$ cat src/rtl/lemon_rf_pkg.sv
// rtl/lemon_rf_pkg.sv - shared widths and writeback source encoding for the RF write path
package lemon_rf_pkg;
  localparam int RF_ADDR_W = 5;
  localparam int RF_DATA_W = 64;

  typedef enum logic {
    WB_ALU = 1'b0,
    WB_LSU = 1'b1
  } wb_src_e;
endpackage

$ cat src/rtl/rf_wb_arbiter.sv
// rtl/rf_wb_arbiter.sv - two-way round-robin grant between ALU and LSU writebacks
module rf_wb_arbiter
  import lemon_rf_pkg::*;
(
  input  logic clk,
  input  logic rst,
  input  logic alu_valid,
  input  logic lsu_valid,
  output logic grant_alu,
  output logic grant_lsu
);

  wb_src_e prio_q;
  logic    both;

  assign both = alu_valid && lsu_valid;

  // Priority only rotates on an actual conflict; a lone requester leaves it alone.
  always_ff @(posedge clk) begin
    if (rst) begin
      prio_q <= WB_LSU;
    end else if (both) begin
      prio_q <= (prio_q == WB_LSU) ? WB_ALU : WB_LSU;
    end
  end

  always_comb begin
    grant_alu = 1'b0;
    grant_lsu = 1'b0;
    if (!rst) begin
      if (both) begin
        grant_lsu = (prio_q == WB_LSU);
        grant_alu = (prio_q == WB_ALU);
      end else begin
        grant_alu = alu_valid;
        grant_lsu = lsu_valid;
      end
    end
  end

endmodule

$ cat src/rtl/rf_wb_scoreboard.sv
// rtl/rf_wb_scoreboard.sv - register file write-port owner with pending-write scoreboard
module rf_wb_scoreboard
  import lemon_rf_pkg::*;
#(
  parameter int ADDR_WIDTH = RF_ADDR_W,
  parameter int DATA_WIDTH = RF_DATA_W,
  parameter int CNT_WIDTH  = 32
) (
  input  logic                     clk,
  input  logic                     rst,
  input  logic                     issue_valid,
  input  logic [ADDR_WIDTH-1:0]    issue_rs1,
  input  logic [ADDR_WIDTH-1:0]    issue_rs2,
  input  logic [ADDR_WIDTH-1:0]    issue_rd,
  input  logic                     issue_rd_wen,
  output logic                     issue_ready,
  input  logic                     alu_wb_valid,
  input  logic [ADDR_WIDTH-1:0]    alu_wb_rd,
  input  logic [DATA_WIDTH-1:0]    alu_wb_data,
  output logic                     alu_wb_ready,
  input  logic                     lsu_wb_valid,
  input  logic [ADDR_WIDTH-1:0]    lsu_wb_rd,
  input  logic [DATA_WIDTH-1:0]    lsu_wb_data,
  output logic                     lsu_wb_ready,
  output logic                     rf_wen,
  output logic [ADDR_WIDTH-1:0]    rf_rd,
  output logic [DATA_WIDTH-1:0]    rf_dataD,
  output logic [2**ADDR_WIDTH-1:0] busy_mask,
  output logic                     err_spurious,
  output logic [CNT_WIDTH-1:0]     stall_cnt
);

  localparam int NREG = 2 ** ADDR_WIDTH;

  logic [NREG-1:0]       busy_q;
  logic [NREG-1:0]       busy_set;
  logic [NREG-1:0]       busy_clr;
  logic                  grant_alu;
  logic                  grant_lsu;
  logic                  issue_fire;
  logic [ADDR_WIDTH-1:0] wb_rd;

  rf_wb_arbiter u_arb (
    .clk       (clk),
    .rst       (rst),
    .alu_valid (alu_wb_valid),
    .lsu_valid (lsu_wb_valid),
    .grant_alu (grant_alu),
    .grant_lsu (grant_lsu)
  );

  assign alu_wb_ready = grant_alu;
  assign lsu_wb_ready = grant_lsu;

  // busy_q[0] is never set, so x0 can never read as busy.
  assign issue_ready = !rst && !busy_q[issue_rs1] && !busy_q[issue_rs2]
                       && !(issue_rd_wen && busy_q[issue_rd]);
  assign issue_fire  = issue_valid && issue_ready;

  assign wb_rd    = grant_lsu ? lsu_wb_rd : alu_wb_rd;
  assign rf_rd    = wb_rd;
  assign rf_dataD = grant_lsu ? lsu_wb_data : alu_wb_data;
  assign rf_wen   = (grant_alu || grant_lsu) && (wb_rd != '0);

  always_comb begin
    busy_set = '0;
    busy_clr = '0;
    if (issue_fire && issue_rd_wen && issue_rd != '0) busy_set[issue_rd] = 1'b1;
    if (rf_wen) busy_clr[wb_rd] = 1'b1;
  end

  // Set is applied after clear so a newly issued writer survives a same-edge retire.
  always_ff @(posedge clk) begin
    if (rst) begin
      busy_q       <= '0;
      err_spurious <= 1'b0;
      stall_cnt    <= '0;
    end else begin
      busy_q <= (busy_q & ~busy_clr) | busy_set;
      if (rf_wen && !busy_q[wb_rd]) err_spurious <= 1'b1;
      if (issue_valid && !issue_ready && stall_cnt != {CNT_WIDTH{1'b1}})
        stall_cnt <= stall_cnt + 1'b1;
    end
  end

  assign busy_mask = busy_q;

endmodule

$ cat config.mk
export PLATFORM = sky130hd
export DESIGN_NAME = rf_wb_scoreboard
export DESIGN_NICKNAME = d
export VERILOG_FILES = /design/src/rtl/lemon_rf_pkg.sv /design/src/rtl/rf_wb_arbiter.sv /design/src/rtl/rf_wb_scoreboard.sv
export SDC_FILE = /design/constraint.sdc
export NUM_CORES = 1
export LEC_CHECK = 0
export ABC_AREA = 1
export BUFFER_PORTS_ARGS = -buffer_cell sky130_fd_sc_hd__buf_2
export CORE_UTILIZATION = 47
export DETAILED_ROUTE_END_ITERATION = 16
export PLACE_DENSITY = 0.85
export SYNTH_ARGS = -nofsm -noshare
export SYNTH_HDL_FRONTEND = slang
export SYNTH_SLANG_ARGS = --single-unit
$ cat constraint.sdc
create_clock -name clk -period 2.4 [get_ports clk]
set_input_delay 0.36 -clock clk [delete_from_list [all_inputs] [get_ports clk]]
set_output_delay 0.36 -clock clk [all_outputs]
set_load 0.03 [all_outputs]
* Yosys cells after proc, flatten, opt, wreduce, memory -nomap -nowiden
Cells that the tools add are included.
Cells by class: add/sub/neg operators 1, magnitude comparators 6, eq/ne operators 1, mux-type cells 21, bitwise operators 4, reductions and logical operators 23
Operators with widths (count):
- $mux 32 | 2
- $mux 64 | 1
- $add 32x1->32 const B | 1
- $and 32x32->32 | 1
- $ne 32x32->1 const B | 1
- $not 32->32 | 1
- $or 32x32->32 | 1
- $lt 5x6->1 const B | 4
- $bmux 1 s5 | 4
- $logic_and 1x1->1 | 14
- $mux 1 | 11
- $demux 1 s5 | 2
- $ge 5x1->1 const B | 2
- $reduce_bool 5->1 | 2
- $logic_not 1->1 | 6
- $mux 5 | 1
- $logic_or 1x1->1 | 1
- $not 1->1 | 1
Word-level totals: register bits 66, input port bits 159, output and inout port bits 138, word-level logic and storage cells 60

* Depth between registers and ports, before layout
Gate-level depths: netlist of the first run.
word-level depth 12, mapped depth 18, gate-level depth less buffers 16

* Hierarchy
A second synthesis of the first run with hierarchy kept.
Unflattened totals: cells, all modules 1064, area, all modules 5750.5 sq um
Modules (own cells, without submodules):
- rf_wb_scoreboard | instances 1, cells each 1053, area an instance 5688.0 sq um, sequential area each 1301.2 sq um
- rf_wb_arbiter | instances 1, cells each 11, area an instance 62.6 sq um, sequential area each 20.0 sq um

* Least setup slack after synthesis of the first run
No wires, ideal clock.
path type register to register, from reg stall_cnt[1], to reg stall_cnt[31], setup time 132 ps, arrival 2007 ps, data required time 2268 ps, slack 261 ps, cell stages (with the launch flop) 12, buffers on the path 1, period minus slack after synthesis 2139 ps, cells stage by stage dfxtp_1 -> ha_1 -> nand2_2 -> nor2_2 -> nand2_1 -> nor3_2 -> nand4_1 -> nor2_1 -> nand4_2 -> clkbuf_1 -> nand4_1 -> a21oi_1
Between the ends: word-level cells in the longest chain between the ends 2, elaborated cells between the ends (all ways) 3, those cells by class add/sub (1); eq/ne (1); reduce/logical (1)
Ends and longest elaborated chain:
- start, declared | RTL line rf_wb_scoreboard.sv:30 | output logic [CNT_WIDTH-1:0] stall_cnt
- start signal, assigned | RTL line rf_wb_scoreboard.sv:82 | stall_cnt <= stall_cnt + 1'b1;
- parallel branches: the longest is 2 deep, another holds $add 32x1->32
Several ways; the timed one is not identified. A chain may end at the register's enable or synchronous reset.

* Final worst setup path of the first run
from reg busy_q[22], in the netlist busy_mask[22], to out issue_ready
Between the ends: word-level cells in the longest chain between the ends 6, elaborated cells between the ends (all ways) 13, those cells by class mux (6); reduce/logical (7)
Ends and longest elaborated chain:
- start, declared | RTL line rf_wb_scoreboard.sv:35 | logic [NREG-1:0] busy_q;
- start signal, assigned | RTL line rf_wb_scoreboard.sv:79 | busy_q <= (busy_q & ~busy_clr) | busy_set;
- $bmux 1 s5 | RTL line rf_wb_scoreboard.sv:56 | assign issue_ready = !rst && !busy_q[issue_rs1] && !busy_q[issue_rs2]
- $mux 1 (not written as such) | RTL line rf_wb_scoreboard.sv:56
- $logic_not 1->1 | RTL line rf_wb_scoreboard.sv:56
- $logic_and 1x1->1 (2 in series) | RTL line rf_wb_scoreboard.sv:56
- $logic_and 1x1->1 (*) | RTL line rf_wb_scoreboard.sv:57 | && !(issue_rd_wen && busy_q[issue_rd]);
- end, declared | RTL line rf_wb_scoreboard.sv:16 | output logic issue_ready,
Mark *: on every way between the ends. The rest lies on a longest branch, timed or not. The select of a mux whose other input is x is not followed.

==> out/results.txt, run 1 <==
Relative to the synthesized area, the layout overhead comes to 36.74%. By area, the combinational part of the netlist is dominated by simple AND/OR/NAND/NOR gates. The relative slew slack was 52.21%. Clock tree synthesis found a total of 66 sinks. For the initial core utilization, the log shows 48.64%. The clock root buffer master is sky130_fd_sc_hd__clkbuf_16. TritonCTS built the clock tree.

The tools report the sort of element at the end of the critical path as a primary output. Power spread over the standard cell area amounts to 461.9 nW/um2. The maximum clock frequency was 435.7 MHz; the number of antenna violations at the first check in global routing was 3. Number of top-level pins: 297. Die area: 13040 um2. After clock tree synthesis, the clock-pin slew on the worst setup and hold paths is 60 ps. The post-route netlist has 27.01% of its cells at a drive strength greater than 1.

Routability-driven placement finished with a final weighted congestion of 1.021. Synthesis produced 1105 cells. The area share of fa/ha/maj cells after synthesis works out to 0.2115%.

IR analysis of the VDD net gives a maximum drop of 313.8 uV. The tools report the category of the worst setup path launch point as a flop. The total net switching power came out at 0.001285 W. The number of search-and-repair iterations in the first detailed-routing pass is 6, and the total via count in the routed design is 8641. Of the total synthesized cell area, the portion taken by AND, OR, NAND and NOR gates is 51.35%.

The clock reaches the later pin of the worst-skew pair after 340 ps. The longest clock path from root to sink contains 2 buffers. Power comes to 0.003736 W.

Worst clock skew: 12.15 ps. Setup violations remaining at the end of the flow were counted as 0. The highest cell delay on the worst timing path was 340 ps; the sequential cell fraction of total power was 29.7%. For this block, the initial DRC count from the detailed router was 1143.

The initialized floorplan defines 40 standard-cell rows. In the final timing run, aggregate negative setup slack is 0 ps. The synthesized design contains 0 enable-type register cells. The clock network accounts for 41.8% of the total power. The finished cells cover 8089 um2. The number of hold buffers added after CTS was 0. Dividing the final minimum period by the clock period gives 95.64%.

Once placement finished, the instance area stood at 7670 um2. The type of the worst min-delay path was in -> reg. The critical path runs through a total of 12 cells.

Entering global routing, the biggest net connects 67 pins. Setup slack on the worst reg-to-reg path comes out at 210 ps. Dividing the detail-routed wire length by the instance count gives 17.83 um. Worst hold slack across all endpoints: 330.5 ps. The flow ran to the end, and the final reports show no timing, DRC or antenna violations. The total overflow left after global routing is 0. Following the worst setup path forward leads to its endpoint at issue_ready. The floorplan step defined a core boundary enclosing 12160 um2. In the synthesized netlist, mux cells make up 0% of the area. The tools report the launch instance of the worst register-to-register path as u_arb.prio_q.

The cell family contributing the most delay on the critical path is simple AND/OR/NAND/NOR gates. During synthesis, Yosys emitted a total of 0 warnings. Wires add up to 28100 um.

The first global-routing pass estimated 41280 um of wire. In this run switching power makes up 34.39% of total power. After detailed routing, the number of remaining DRC violations is 0. The number of nets handed over by synthesis was 1265.

For this run, the post-layout net count is 1558. The global router's overall resource usage is 41.85%. The final period demand of the worst path came out at 2295 ps. The cell internal power dissipation is 0.002451 W, and the async set-or-reset flop fraction in the synthesized netlist is 0%. The most used flip-flop cell after synthesis is sky130_fd_sc_hd__dfxtp_1. Counting cells, the worst reg-to-reg path comes to 13. The count of nets left with antenna violations once routing finished came out at 0.

Counting the buffers created by CTS gives 9. Input and output buffers added on the ports amount to 296. In this run, synthesis produced a sequential element count of 66. The run gives 5916 um2 as the cell area after technology mapping.

The fraction of the mapped netlist area in compound gates is 11.36%, and the hold violation count in the final report is 0. In this run the static leakage power is 4.290 nW. The critical path goes through inv_1 > nand2_1 > nand3_1 > nand3_1 > nand3_1 > nand2_1 > nand2_1 > nand2_1 > nor2_4 > nand2_8 > inv_1 > buf_2. Sequential fraction of the synthesis area: 22.34%.

Among the stages of the critical path, the cell type that occurs most often is sky130_fd_sc_hd__nand2_1. The post-synthesis share of cell area spent on xor and xnor gates is 4.442%, and the via count of the first global-routing pass is 7640. CTS built an H-tree with a depth of 3. The endpoint identified for the worst register-to-register timing path is busy_mask[17]. The tools report the endpoint arrival time on the critical path as 1940 ps.

For this design, the slowest cell found on the critical path is sky130_fd_sc_hd__dfxtp_1. The highest net fanout along the worst path came out at 13. The class of the most critical setup path was reg -> out. Leaving out fill and tap cells, the most frequent cell in the layout is sky130_fd_sc_hd__nand2_1. Counting both buffers and inverters, the worst setup path holds a total of 3. The y dimension of the die was 114.2 um.

The library cells used most frequently in the layout, excluding fill and tap cells, are sky130_fd_sc_hd__nand2_1, sky130_fd_sc_hd__buf_2, sky130_fd_sc_hd__inv_1, sky130_fd_sc_hd__nor2_1, sky130_fd_sc_hd__a21oi_1. The slew at the pin closest to its max-slew limit is 716.8 ps, and the placed wire-length estimate after detailed placement is 22060 um. The die is 114.2 um wide.

Tracing the worst setup path back leads to its startpoint at busy_mask[22]. Max-slew violation count: 0. The via-per-instance ratio is 5.483.

At the worst endpoint, the required time is 2040 ps. A synthesized cell averages 5.354 um2. In this run, distinct cell masters in the synthesized netlist total 33. Max-cap violations in this run came to 0.

The share of power burned in combinational logic is 28.4%.
==> layout make-up <==
type	instances	area [um2]
clock buffer	9	225.2
tap	168	210.2
fill	1203	4073
sequential	66	1329
antenna	5	12.51
clock inverter	7	123.9
multi-input combinational	893	4016
timing repair buffer	335	1821
inverter	93	351.6
==> sequential cells by signal, summed over array words and instances (netlist names) <==
signal,flops
busy_mask,32
err_spurious,1
stall_cnt,32
u_arb.prio_q,1
==> cell usage after synthesis, drive strengths merged (6+ instances only) <==
library cell    n  area, um2
xor2           24      210.2
o21ai          48      240.2
inv            91      341.6
nor4            9      56.30
nor2           79      311.5
o211ai          7      52.55
a21oi          70      372.9
xnor2           6      52.55
nand2         529       2008
clkbuf         26      98.84
nand4          38      244.0
nand3          61      310.3
buf            27      161.4
nor3           19      100.1
dfxtp          66       1321
==> worst min path at each step <==
stage	cells past startpoint	slack, ps	endpoint	from
floorplan	2	440	u_arb.prio_q	u_arb.prio_q
global placement	2	460	u_arb.prio_q	u_arb.prio_q
detailed placement	2	480	u_arb.prio_q	u_arb.prio_q
CTS	3	340	u_arb.prio_q	lsu_wb_valid
global route	3	360	u_arb.prio_q	lsu_wb_valid
finish	3	330	u_arb.prio_q	lsu_wb_valid
==> metrics by stage <==
stage          worst slack (ps)  std cells  utilization [%]
3_5_place_dp              92.20       1554            63.07
6_report                  104.7       1576            66.51
2_1_floorplan             260.8       1105                -
4_1_cts                   11.23       1571            66.05
3_3_place_gp              123.9       1554            63.07
5_1_grt                  -22.73       1574            66.47
==> worst reg2reg max path, delay by kind of cell (launching register included) <==
family,cells,cell delay [ps]
buffers and inverters,4,550
flip-flops,1,350
AND/OR/NAND/NOR,5,470
AO/OA/AOI/OAI,4,680
==> cells by family (layout without fill, tap and decap cells) <==
logic type | Yosys count | after routing
XOR/XNOR | 30 | 30
buffers and inverters | 146 | 444
adder cells (fa/ha/maj) | 1 | 1
other | 0 | 5
AO/OA/AOI/OAI | 126 | 126
AND/OR/NAND/NOR | 736 | 736
flip-flops | 66 | 66
==> power by group through the flow <==
stage                     logic (W)  registers (W)  clock network (W)
final                       0.00106        0.00111            0.00156
after global routing        0.00113        0.00111            0.00161
after CTS                   0.00103        0.00111            0.00156
after detailed placement    0.00103        0.00114                  0
after global placement      0.00102        0.00114                  0
after floorplan            0.000611        0.00114                  0
==> metal layers <==
metal / share of wire, % / up-vias / wire, um / global-route usage [%]
li1: - / 4103 / - / -
met1: 36 / 3872 / 9990 / 45.66
met2: 47 / 533 / 13210 / 71.11
met3: 8.4 / 133 / 2368 / 8.523
met4: 9.0 / 0 / 2530 / 32.81
met5: 0 / - / 0 / 0
==> what timing repair did <==
item,CTS,global route
endpoints found under the setup margin,1,27
endpoints found under the hold margin,0,0
gates cloned,0,0
pin swaps,1,0
setup buffers,1,0
gates resized for setup,3,14
Power figures use the tool's default switching activity.
==> run 2: changes to the inputs <==
--- a/config.mk
+++ b/config.mk
@@ -5,11 +5,11 @@
 export SDC_FILE = /design/constraint.sdc
 export NUM_CORES = 1
 export LEC_CHECK = 0
-export ABC_AREA = 1
 export BUFFER_PORTS_ARGS = -buffer_cell sky130_fd_sc_hd__buf_2
-export CORE_UTILIZATION = 47
+export CORE_AREA = 2 2 115 117
 export DETAILED_ROUTE_END_ITERATION = 16
-export PLACE_DENSITY = 0.85
+export DIE_AREA = 0 0 117 119
+export PLACE_DENSITY = 0.79
 export SYNTH_ARGS = -nofsm -noshare
 export SYNTH_HDL_FRONTEND = slang
 export SYNTH_SLANG_ARGS = --single-unit
==> out/results.txt, run 2 <==
Setup violations remaining at the end of the flow were counted as 30. When the netlist entered floorplanning its net count stood at 841. Counting the fill cells in the layout gives 1045. The fraction of the mapped netlist area in compound gates is 15.91%, and the cell internal power dissipation is 0.002375 W. At the placement stage, the worst setup path has a slack of -373.8 ps.

In the synthesized netlist, the number of instances is 681. By area the synthesized netlist is led by sky130_fd_sc_hd__dfxtp_1, sky130_fd_sc_hd__nand2_1, sky130_fd_sc_hd__mux4_2. After synthesis, the largest family of logic cells by area is simple AND/OR/NAND/NOR gates. STA classifies the critical path endpoint as a primary output.

The cell at the slowest stage of the critical path is sky130_fd_sc_hd__mux4_2. The tools report the relative slew slack as 40.37%. The depth of the most critical reg-to-reg path was 9. The max-slew violation count was 0.

For the maximum clock frequency, the log shows 380.4 MHz. The async set-or-reset flop fraction in the synthesized netlist was 0%. At the pin with the least slew margin, the transition time is 885.1 ps. The floorplan step defined a die boundary enclosing 13920 um2.

Summed over all nets, the switching power comes to 0.001232 W. In this run, post-CTS hold repair placed 0 buffers. The post-synthesis share of cell area spent on xor and xnor gates works out to 1.338%. The fraction of post-synthesis cell area in the top cell type by area is 25.23%, and the number of sinks driven by the clock tree is 66. The number of synthesized flops with an enable pin works out to 0. The cell with the most instances after synthesis was sky130_fd_sc_hd__nand2_1. The power per cell area was 427.6 nW/um2; the switching share of power was 34.15%. The highest net fanout along the worst path is 5. Part of the cycle the worst path needs: 109.5%.

The synthesized netlist occupies a cell area of 5236 um2. Sequential cells burn 30.9% of the power. The run gives 0 as the number of antenna violations at the first check in global routing.

The dominant delay contributor by cell family on the critical path was multiplexers. At the worst endpoint, the arrival time is 2270 ps. Leaving out fill and tap cells, the most frequent cell in the layout is sky130_fd_sc_hd__buf_2. The tools report the hold violation count in the final report as 0. In the final timing run, aggregate negative setup slack is -2648 ps.

STA classifies the critical path startpoint as a flop. After floorplanning, the core was divided into 42 placement rows. Clock root buffer master: sky130_fd_sc_hd__clkbuf_16. The first global-routing pass estimated 37220 um of wire. At the worst endpoint, the required time is 2040 ps.

The proportion of power drawn by the clock network is 37.9%, and the y dimension of the die is 119 um. The routed length per instance was 21.13 um; the placed wire-length estimate after detailed placement was 20050 um. In the synthesized netlist, mux cells make up 18.16% of the area. The worst setup path is of the reg -> out kind.

The logs give 26630 um for the total detailed-routing wirelength and 9 for the TritonCTS buffer count. The run gives 350 ps as the later-pin clock latency in the skew report. Max-cap violations in this run came to 0. Of the cells placed in the final design, the portion with a size suffix greater than 1 is 52.77%. The routed layout has 7244 vias. The signal on the critical path passes through buf_4 > mux4_2 > mux2i_1 > o2111a_2 > nand2_4 > inv_2 > buf_6. Width of the die: 117 um. The worst register-to-register path begins at busy_mask[31]. Once the floorplan was initialized, standard cells occupied 40.67% of the core.

After clock tree synthesis, the clock-pin slew on the worst setup and hold paths is 60 ps. The startpoint of the most critical hold path is lsu_wb_valid. For this run, the number of Yosys warnings is 0.

The worst register-to-register path has a setup slack of -190 ps. The endpoint of the lowest-slack register-to-register path is stall_cnt[26]. At the end of the flow, the number of nets in the layout was 1240. The buffer and inverter count on the worst path was 3; the basic-gate share of the synthesized area counting and, or, nand and nor cells was 34.07%.

The path with the worst hold slack has its endpoint at u_arb.prio_q. The first TritonRoute pass finished after 7 iterations. Global routing consumed, over all layers together, 35.88% of the routing resources.

Setup repair after global routing could not meet its margin everywhere. The synthesized netlist devotes 0.2389% of its cell area to adder and majority cells. The run finished, with violations left. The sequential fraction of the synthesis area was 25.23%. After synthesis the netlist holds a flip-flop and latch count of 66. For the final worst setup slack, the log shows -228.8 ps. The synthesized netlist contains 74 unique library cells.

For the DRC violations left, the log shows 0. In this run, the number of DRC markers left after iteration 0 of detailed routing was 847. The core outline area came out at 12870 um2. The library cells used most frequently in the layout, excluding fill and tap cells, are sky130_fd_sc_hd__buf_2, sky130_fd_sc_hd__nand2_1, sky130_fd_sc_hd__buf_4, sky130_fd_sc_hd__nor2_1, sky130_fd_sc_hd__dfxtp_1.

Number of antenna diodes: 0. Cell taking the most area after synthesis: sky130_fd_sc_hd__dfxtp_1. The share of power burned in combinational logic came out at 31.2%. VDD sags by at most 343.1 uV. Number of top-level pins: 297. The via count of the first global-routing pass is 6526, and the average cell area after synthesis is 7.689 um2.

The run gives 0 as the post-route antenna net violation count. For this run, the leading register cell type out of synthesis is sky130_fd_sc_hd__dfxtp_1. The count of buffers added on input and output ports is 296.

The worst hold slack across all endpoints is 406.1 ps. Counting instances in the post-synthesis netlist gives the leading cell types as sky130_fd_sc_hd__nand2_1, sky130_fd_sc_hd__dfxtp_1, sky130_fd_sc_hd__nor2_1. The final reports fail on negative setup slack.

In this run the static leakage power is 4.264 nW. Clock skew on the completed layout was measured at 6.412 ps. At the end of routability-driven placement, the weighted congestion stood at 1.095. The total overflow reported by the global router is 0, and the number of buffers between clock root and the deepest sink is 2. The final period demand of the worst path was 2629 ps.

TritonCTS built the clock tree. The type of the worst min-delay path is in -> reg. The H-tree was split into 3 levels. The highest cell delay on the worst timing path came out at 480 ps. In the routed layout, each cell is associated on average with a via count of 5.749.

Along the worst hold path, the cell count comes to 3. Entering global routing, the biggest net connects 45 pins. The area growth from synthesis to layout is 61.05%.
run 2: cell types whose count changed in the layout (fill, tap and decap cells not counted), moves of 21 or more:
| cell | change |
|---|---|
| sky130_fd_sc_hd__nor2_1 | -30 |
| sky130_fd_sc_hd__inv_1 | -77 |
| sky130_fd_sc_hd__xor2_1 | -23 |
| sky130_fd_sc_hd__nand4_1 | -29 |
| sky130_fd_sc_hd__buf_4 | +74 |
| sky130_fd_sc_hd__a21oi_1 | -61 |
| sky130_fd_sc_hd__dfxtp_1 | -22 |
| sky130_fd_sc_hd__nand2_1 | -276 |
| sky130_fd_sc_hd__nand3_1 | -43 |
| sky130_fd_sc_hd__mux4_2 | +21 |
| sky130_fd_sc_hd__dfxtp_2 | +23 |
| sky130_fd_sc_hd__mux2i_1 | +24 |
| sky130_fd_sc_hd__o21ai_0 | -34 |
run 2: repair_timing:
| action | CTS | global route |
|---|---|---|
| gates cloned | 1 | 1 |
| pin swaps | 7 | 19 |
| buffers inserted | 6 | 9 |
| resized for setup | 21 | 49 |
| endpoints found under the setup margin | 64 | 67 |
| endpoints found under the hold margin | 0 | 0 |
run 2: how the worst max path moves through the flow:
| stage | end | slack [ps] | cells after the start | startpoint |
|---|---|---|---|---|
| 2_1_floorplan | stall_cnt[20] | -10 | 11 | issue_rs2[1] |
| 3_3_place_gp | stall_cnt[17] | -340 | 10 | issue_rd[0] |
| 3_5_place_dp | busy_mask[2] | -370 | 9 | issue_rd[0] |
| 4_1_cts | issue_ready | -130 | 8 | busy_mask[31] |
| 5_1_grt | issue_ready | -220 | 7 | busy_mask[31] |
| 6_report | issue_ready | -230 | 7 | busy_mask[31] |
run 2: metal layers:
| layer | share of wire (%) | GRT usage [%] |
|---|---|---|
| met1 | 37 | 46.00 |
| met2 | 43 | 52.38 |
| met3 | 15 | 14.15 |
| met4 | 5.2 | 17.21 |
| met5 | 0 | 0 |
run 2: tightest hold or removal path: stages:
cell and delay (ps):
sky130_fd_sc_hd__buf_2 140, sky130_fd_sc_hd__a21oi_1 70, sky130_fd_sc_hd__o21ai_0 140
run 2: stage by stage:
step	utilization (%)	total power, W	std cells	instance area, um2
global route	65.50	0.003713	1260	8433
global placement	59.71	0.002169	1228	7687
detailed placement	59.71	0.002175	1228	7687
floorplan	-	0.001704	681	5310
finish	65.50	0.003606	1260	8433
CTS	63.32	0.003559	1250	8153
run 2: logic make-up (layout without fill, tap and decap cells):
group           count (synthesis)  in the layout
fa+ha+maj                       1              1
buf+inv                        51            454
simple gates                  392            392
flops                          66             66
mux                            65             65
compound gates                 98             98
xor+xnor                        8              8
run 2: area by class of cell:
| class | count | area (um2) | area share (%) |
|---|---|---|---|
| multi-input combinational | 564 | 3865 | 45.83 |
| timing repair buffer | 425 | 2633 | 31.22 |
| sequential | 66 | 1354 | 16.05 |
| clock buffer | 11 | 252.7 | 2.997 |
| tap | 176 | 220.2 | 2.611 |
| inverter | 14 | 57.56 | 0.6825 |
| clock inverter | 4 | 51.30 | 0.6083 |
run 2: power groups by stage:
stage	Sequential, W	Combinational [W]	Clock, W
5_1_grt	0.00111	0.00118	0.00142
4_1_cts	0.00111	0.00107	0.00137
3_3_place_gp	0.00114	0.00103	0
3_5_place_dp	0.00114	0.00104	0
2_1_floorplan	0.00115	0.000554	0
6_report	0.00111	0.00112	0.00137
==> run 3: changes to the inputs <==
--- a/config.mk
+++ b/config.mk
@@ -6,10 +6,10 @@
 export NUM_CORES = 1
 export LEC_CHECK = 0
 export BUFFER_PORTS_ARGS = -buffer_cell sky130_fd_sc_hd__buf_2
-export CORE_AREA = 2 2 115 117
+export CORE_AREA = 2 2 116 118
 export DETAILED_ROUTE_END_ITERATION = 16
-export DIE_AREA = 0 0 117 119
-export PLACE_DENSITY = 0.79
+export DIE_AREA = 0 0 118 120
+export PLACE_DENSITY = 0.78
 export SYNTH_ARGS = -nofsm -noshare
 export SYNTH_HDL_FRONTEND = slang
 export SYNTH_SLANG_ARGS = --single-unit
==> constraint.sdc (replaced) <==
create_clock -name clk -period 3.4 [get_ports clk]
set_input_delay 0.51 -clock clk [delete_from_list [all_inputs] [get_ports clk]]
set_output_delay 0.51 -clock clk [all_outputs]
set_load 0.03 [all_outputs]
==> out/results.txt, run 3 (synthesis results as in run 2) <==
The power per cell area was 342.6 nW/um2; the final period demand of the worst path was 3188 ps. For this run, design rule violations remaining after detail routing come to 0. The startpoint identified for the worst register-to-register timing path is busy_mask[22]. For the number of sinks driven by the clock tree, the log shows 66. The via-per-instance ratio was 5.749; the endpoint arrival time on the critical path was 2680 ps.

The logs give 3.557 nW for the static leakage and 55.17% for the core utilization of the finished layout. The via count of the first global-routing pass is 5929. Measured in cells, the most critical reg-to-reg path has a length of 8. The post-route netlist has 41.44% of its cells at a drive strength greater than 1. Post-CTS timing repair inserted 0 buffers for setup.

For the max-slew violation count, the log shows 0. The worst setup path is launched from a primary input. The run finished with clean final reports. Setup violations remaining at the end of the flow were counted as 0. The relative slew slack is 45.12%.

The instance area at placement is 6837 um2. The tools report the CTS H-tree depth as 3. In this run, the number of DRC markers left after iteration 0 of detailed routing was 860.

The filler cells instantiated in the layout total 1224. Measured along the x axis, the die boundary spans 118 um. CTS placed an instance of sky130_fd_sc_hd__clkbuf_16 at the clock tree root. Input and output buffers added on the ports amount to 296. For the pin with the worst max-slew slack, the measured transition is 817.0 ps. The routed length per instance works out to 20.66 um. The run gives 1125 as the number of nets in the finished design. The die covers 14160 um2. In this run the remaining antenna-violating nets after routing total 0.

The number of antenna violations at the first check in global routing was 4. The HPWL after detailed placement is 18610 um. The instance count along the most critical hold path was 1; the maximum clock frequency was 313.6 MHz. The endpoint identified for the worst register-to-register timing path is stall_cnt[12].

After clock tree synthesis, the clock-pin slew on the worst setup and hold paths is 60 ps. The global router's overall resource usage was 32.24%. Type of the worst min-delay path: reg -> reg.

The initial core utilization is 40.34%. Buffers inserted to repair hold after CTS numbered 0. At the worst endpoint, the required time is 2890 ps. Core outline area: 12980 um2.

From synthesis to final layout, the design area changed by 36.75%. Clock tree synthesis inserted a total of 9 buffers. The path with the worst hold slack has its endpoint at err_spurious.

For the later-pin clock latency in the skew report, the log shows 340 ps. The global-route wire length before repair is 34980 um, and the highest net fanout along the worst path is 9. The number of search-and-repair iterations in the first detailed-routing pass was 5; the y dimension of the die was 120 um. The number of buffers between clock root and the deepest sink is 2. The maximum resistive drop on vdd was 235.0 uV. Leaving out fill and tap cells, the most frequent cells in the layout are sky130_fd_sc_hd__buf_2, sky130_fd_sc_hd__nand2_1, sky130_fd_sc_hd__dfxtp_1, sky130_fd_sc_hd__nor2_1, sky130_fd_sc_hd__mux2i_1. The cell area after layout is 7161 um2. In this run the most critical hold path is launched from err_spurious. Clock skew on the completed layout was measured at 9.290 ps. Adding up every negative setup slack in the final design gives 0 ps. TritonCTS built the clock tree. The total chip power is 0.002453 W. The logs give 297 for the number of top-level pins and 42 for the placement row count. The run gives 0 as the hold violation count in the final report. The count of cells resized by post-cts repair is 0. After layout, the worst path uses 93.78% of the clock period. Leaving out fill and tap cells, the most frequent cell in the layout is sky130_fd_sc_hd__buf_2.

The register-to-register setup slack was 610 ps; the pin count of the biggest net entering global routing was 66. For the total overflow reported by the global router, the log shows 0. Setup repair after global routing left no endpoint under its margin. The worst setup path is captured at a primary output. The worst setup path is of the in -> out kind.

Final weighted congestion in routability-driven placement: 1.035. Max-cap violations in this run came to 0. Detailed routing inserted a total of 6600 vias. After detailed routing, the total wire length is 23720 um.
run 3: changes by cell type in the layout (fill, tap and decap cells not counted), sizes merged:
cell / before / now
clkinvlp: 1 / 2
bufbuf: 1 / 0
buf: 422 / 310
clkinv: 2 / 3
diode: 0 / 2
bufinv: 1 / 2
clkbuf: 13 / 9
run 3: report_power, final:
group,leakage (nW),internal (W),switching (W)
combinational,2.87,0.000209,0.000458
sequential,0.532,0.000779,0.00000809
clock,0.151,0.000640,0.000359
run 3: critical path, stage by stage:
cell and delay, ps:
sky130_fd_sc_hd__buf_2 230, sky130_fd_sc_hd__mux4_2 540, sky130_fd_sc_hd__o22ai_2 140, sky130_fd_sc_hd__nor4b_2 70
sky130_fd_sc_hd__nor4_2 400, sky130_fd_sc_hd__and4b_1 430, sky130_fd_sc_hd__nand2_4 110, sky130_fd_sc_hd__inv_1 60
sky130_fd_sc_hd__buf_2 190
run 3: metal layers:
layer	routed length, um	global-route usage, %
met5	51	0
met4	909	13.10
met3	3456	11.93
met2	9816	47.42
met1	9489	42.65
run 3: layout make-up:
type                            instances  area (um2)  share of cell area [%]
Clock buffer                            9       225.2                   3.145
Timing Repair Buffer                  310        1587                   22.16
Multi-Input combinational cell        564        3651                   50.99
Sequential cell                        66        1321                   18.45
Clock inverter                          7       93.84                   1.311
Tap cell                              176       220.2                   3.075
Inverter                               14       57.56                  0.8038
Antenna cell                            2       5.005                 0.06989
run 3: per-stage QoR:
step / worst slack [ps] / hold WS (ps) / cells
floorplan: 538.5 / 560.8 / 681
global placement: 283.5 / 446.6 / 1130
detailed placement: 282.1 / 447.6 / 1130
CTS: 253.8 / 461.6 / 1146
global route: 114.2 / 499.1 / 1146
finish: 211.6 / 465.0 / 1148
run 3: worst max-delay path by stage:
stage | slack, ps | endpoint | startpoint | cells after the start
after floorplan | 540 | rf_wen | alu_wb_valid | 6
after global placement | 280 | issue_ready | issue_rs2[1] | 9
after detailed placement | 280 | issue_ready | issue_rs2[1] | 9
after CTS | 250 | issue_ready | issue_rs2[1] | 9
after global routing | 110 | issue_ready | issue_rs2[1] | 9
final | 210 | issue_ready | issue_rs2[1] | 9
